$ cat config.mk
export PLATFORM = sky130hd
export DESIGN_NAME = fifo_rr_arbiter
export DESIGN_NICKNAME = d
export VERILOG_FILES = /design/src/rtl/fifo_rr_arbiter.sv
export SDC_FILE = /design/constraint.sdc
export NUM_CORES = 1
export LEC_CHECK = 0
export ABC_CLOCK_PERIOD_IN_PS = 1650
export BUFFER_PORTS_ARGS = -buffer_cell sky130_fd_sc_hd__buf_4
export CORE_MARGIN = 8
export CORE_UTILIZATION = 39
export CTS_CLUSTER_DIAMETER = 40
export DETAILED_ROUTE_END_ITERATION = 6
export GPL_TIMING_DRIVEN = 0
export PLACE_DENSITY = 0.74
export SLEW_MARGIN = 20
export SYNTH_ARGS = -nofsm -noshare
export SYNTH_HDL_FRONTEND = slang
export SYNTH_SLANG_ARGS = --single-unit
$ cat constraint.sdc
create_clock -name clk -period 1.65 [get_ports clk]
set_input_delay 0.165 -clock clk [delete_from_list [all_inputs] [get_ports clk]]
set_output_delay 0.165 -clock clk [all_outputs]
set_load 0.005 [all_outputs]
$ cat src/rtl/fifo_rr_arbiter.sv
// Four-source FIFO arbiter with PAUSE/CONTINUE flow control toward one destination FIFO.
// Round-robin grant by default; define FIFO_ARB_STRICT_PRIO_EN for fixed priority (source 0 highest).
module fifo_rr_arbiter #(
    parameter int DATA_W = 6
) (
    input  logic                  clk,
    input  logic                  reset_L,
    input  logic [3:0]            fifo_empty,
    input  logic [4*DATA_W-1:0]   fifo_data,
    input  logic [3:0]            fifo_valid,
    input  logic                  dest_pause,
    input  logic                  dest_continue,
    output logic [3:0]            pop,
    output logic                  push_out,
    output logic [DATA_W-1:0]     data_out,
    output logic [1:0]            src_out,
    output logic                  err
);

    typedef enum logic [1:0] {
        IDLE   = 2'd0,
        ACTIVE = 2'd1,
        PAUSED = 2'd2
    } state_t;

    state_t state, state_nxt;

    logic [3:0]        req;
    logic              any_req;
    logic [1:0]        grant_idx;
    logic              vld_p0;
    logic [1:0]        src_p0;
    logic              take_p0;
    logic              drop_p0;
    logic [DATA_W-1:0] word_p0;

    // Search order wraps, so the source after the last winner is tried first.
    function automatic logic [1:0] pick_rr(input logic [3:0] r, input logic [1:0] last);
        logic [1:0] idx;
        logic [1:0] pick;
        logic       found;
        pick  = last + 2'd1;
        found = 1'b0;
        for (int k = 1; k <= 4; k++) begin
            idx = last + 2'(k);
            if (!found && r[idx]) begin
                pick  = idx;
                found = 1'b1;
            end
        end
        return pick;
    endfunction

    function automatic logic [1:0] pick_fixed(input logic [3:0] r);
        logic [1:0] pick;
        pick = 2'd0;
        for (int k = 3; k >= 0; k--) begin
            if (r[k]) pick = 2'(k);
        end
        return pick;
    endfunction

    function automatic logic [DATA_W-1:0] sel_word(input logic [4*DATA_W-1:0] d,
                                                   input logic [1:0] s);
        logic [DATA_W-1:0] w;
        w = '0;
        for (int i = 0; i < 4; i++) begin
            if (s == 2'(i)) w = d[i*DATA_W +: DATA_W];
        end
        return w;
    endfunction

    assign req     = ~fifo_empty;
    assign any_req = |req;

`ifdef FIFO_ARB_STRICT_PRIO_EN
    assign grant_idx = pick_fixed(req);
`else
    logic [1:0] last_grant;

    assign grant_idx = pick_rr(req, last_grant);

    always_ff @(posedge clk or negedge reset_L) begin
        if (!reset_L) begin
            last_grant <= 2'd3;
        end else if (|pop) begin
            last_grant <= grant_idx;
        end
    end
`endif

    always_ff @(posedge clk or negedge reset_L) begin
        if (!reset_L) begin
            state <= IDLE;
        end else begin
            state <= state_nxt;
        end
    end

    // PAUSE dominates CONTINUE whenever both are asserted.
    always_comb begin
        state_nxt = state;
        unique case (state)
            IDLE: begin
                if (dest_pause)   state_nxt = PAUSED;
                else if (any_req) state_nxt = ACTIVE;
            end
            ACTIVE: begin
                if (dest_pause)    state_nxt = PAUSED;
                else if (!any_req) state_nxt = IDLE;
            end
            PAUSED: begin
                if (dest_continue && !dest_pause) state_nxt = ACTIVE;
            end
            default: state_nxt = IDLE;
        endcase
    end

    always_comb begin
        pop = '0;
        if (state == ACTIVE && any_req) pop[grant_idx] = 1'b1;
    end

    // Stage p0: pop issued last cycle, source word expected on fifo_valid now
    always_ff @(posedge clk or negedge reset_L) begin
        if (!reset_L) begin
            vld_p0 <= 1'b0;
        end else begin
            vld_p0 <= |pop;
        end
    end

    always_ff @(posedge clk) begin
        if (|pop) src_p0 <= grant_idx;
    end

    assign take_p0 = vld_p0 &  fifo_valid[src_p0];
    assign drop_p0 = vld_p0 & ~fifo_valid[src_p0];
    assign word_p0 = sel_word(fifo_data, src_p0);

    // Stage p1: registered push toward the destination FIFO
    always_ff @(posedge clk or negedge reset_L) begin
        if (!reset_L) begin
            push_out <= 1'b0;
            data_out <= '0;
            src_out  <= 2'd0;
            err      <= 1'b0;
        end else begin
            push_out <= take_p0;
            if (take_p0) begin
                data_out <= word_p0;
                src_out  <= src_p0;
            end
            if (drop_p0) err <= 1'b1;
        end
    end

endmodule
==> metrics.txt <==
Worst Path Required=1480 ps; Clock power frac=13.2%; FF+latch count, synth=17; via count=831; Core ar.=2233 sq um; number of buffers created by CTS=3; top_reg_cell synth=dfrtp_1; top post-synthesis cells by area=dfrtp_1 35%, mux4_2 17%, mux2_2 11%, edfxtp_1 6.5%, dfstp_2 5.7%; fin crit share=122.6%; n_diodes=0; clk_lat worst skew=280 ps; DRT Pass-1 Iters=4; Int Pwr=1.159 mW; Net Sw Frac=29.13%; CTS sink cnt=17; global-route wire length before repair=4326 um; H-tree Lvls=1; setup ws final=-373.0 ps; gr usage total=13.00%; min Tclk post-route=2023 ps; Synth Warn #=0; FP Rows=17; Syn Nets=106; Final setup viols=5; starting density of the core=41.57%; worst-path maximum fanout=5; DRT Wirelength=2549 um; Post-DRT Antenna Nets=0; critical path arrival=1860 ps; non-filler instance count after layout=160; sequential fraction of the synthesis area=47.17%; largest net degree at the start of global routing=16; RSZ-0062 raised after global routing=true; Area Overhead vs Synth=55.66%; dominant cell type by area after synthesis=dfrtp_1; Comb pwr share=45.6%; NetSw=0.4763 mW; Final HPWL DP=1922 um; Mapped Cells=70; area share of the largest cell type after synthesis=35.04%; Fill cells=188; Least-Margin Pin Slew=364.5 ps; die height=64.79 um; outcome=finished with violations; placed inst area=1331 sq um; Placer Congestion=0.7306; Worst Hold Class=in2reg; Flop pwr share=41.2%; skew final=4.263 ps; Max-slew headroom=75.60%; final-report hold violation count=0; crit path launch type=flop; pwr/cell area=1132 nW/um^2; Final Max Slew Viols=0; VDD IR max=0.6341 mV; Crit Path Category=reg2out; CTS tree=built; post-route total power=1.635 mW; clock-pin slew on the worst setup and hold paths=90 ps; Static Leakage=0.6848 nW; synthesized area=928.4 sq um; placed cell count=147; initial antenna violation count=0; drt drc=0; final instance area=1445 sq um; clk buf depth=2; root buffer selected by CTS=clkbuf_4; die area=4198 sq um; Post-synth EDFFs=2; Fin Hold WS=42.00 ps; CP endpoint kind=primary output; Port Buffers=49; routed vias/inst=5.194; DRT iter0 DRCs=26; wire per inst=15.93 um; Setup TNS=-1460 ps; Max Cap Violations=0; vias in the first global route=880; violated checks=setup timing; FF-to-FF setup slack=-50 ps; I/O pin count=50; GR Overflow Total=0; final net count=169; post-synth cell types=30; Post-synth ARST share=88.24%; Max Clk Rate=0.4943 GHz; synthesized area per cell=13.26 sq um; Die X=64.79 um; fraction of layout cells with a size suffix above 1=65.91%
==> what timing repair did <==
item	4_1_cts	5_1_grt
setup buffers	5	3
hold buffers	1	0
pin swaps	4	1
gates cloned	1	0
gates resized for setup	3	1
endpoints found under the setup margin	12	7
hold endpoints to repair	15	0
==> area by class of cell <==
class	instances	area, sq um	area share (%)
Inverter	4	15.01	1.039
Clock buffer	4	26.28	1.818
Multi-Input combinational cell	47	474.2	32.81
Timing Repair Buffer	58	441.7	30.56
Tap cell	28	35.03	2.424
Buffer	2	15.01	1.039
Sequential cell	17	437.9	30.30
==> cell usage in the layout (no fill, tap or decap), drive strengths merged, types with 2 or more instances in the layout <==
master,n
mux2,10
a21oi,5
nor2,4
buf,58
nand2,4
dfstp,2
clkbuf,5
mux4,7
and3b,2
o21ai,2
dfrtp,13
inv,4
edfxtp,2
==> registers in the layout (all words and copies together) (netlist names) <==
name and count:
vld_p0 1, src_p0 2, err 1, data_out 6, src_out 2, last_grant 2, push_out 1, state 2
==> final timing paths <==
kind	startpoint	to	cells past startpoint
max	last_grant[0]	pop[3]	5
min	dest_pause	state[0]	2
max reg2reg	last_grant[0]	last_grant[1]	5
min reg2reg	state[0]	state[1]	1
max in group asynchronous	reset_L	last_grant[0]	2
min in group asynchronous	reset_L	data_out[0]	2
==> worst max-delay path, stage by stage (launching register included) <==
cell     delay (ps)
dfstp_2         560
nor2_2           50
a211o_1         260
a221o_1         370
and3_2          220
buf_4           130
==> stage by stage <==
step	util (%)	setup WS (ps)
after floorplan	-	40.16
after global placement	59.61	-107.1
after detailed placement	59.61	-140.6
after CTS	63.47	-398.4
after global routing	64.71	-477.5
final	64.71	-373.0
==> synthesized netlist by cell type, types with 2 or more instances <==
cell	number
mux4_2	7
dfstp_2	2
dfrtp_1	13
edfxtp_1	2
inv_1	4
nor2_1	3
a21oi_1	5
o21ai_0	2
mux2_2	9
clkbuf_1	2
nand2_1	2
==> power by group through the flow <==
stage / clock (mW) / sequential, mW / combinational (mW)
after CTS: 0.228 / 0.677 / 0.732
after global routing: 0.251 / 0.695 / 0.821
after detailed placement: 0 / 0.697 / 0.642
after floorplan: 0 / 0.694 / 0.324
final: 0.216 / 0.674 / 0.745
after global placement: 0 / 0.691 / 0.623
==> cells by family after synthesis <==
group | Yosys count | synth area share (%)
multiplexers | 17 | 29.51
XOR/XNOR | 1 | 0.9436
AO/OA/AOI/OAI | 12 | 8.222
AND/OR/NAND/NOR | 16 | 10.92
buffers and inverters | 7 | 3.235
flip-flops | 17 | 47.17
==> layer usage <==
metal | up-vias | global-route usage, % | wire length [um]
li1 | 392 | - | -
met1 | 397 | 15.11 | 1029
met2 | 38 | 20.50 | 1197
met3 | 4 | 6.014 | 286
met4 | 0 | 4.905 | 35
met5 | - | 0 | 0
(Power assumes the default switching activity.)
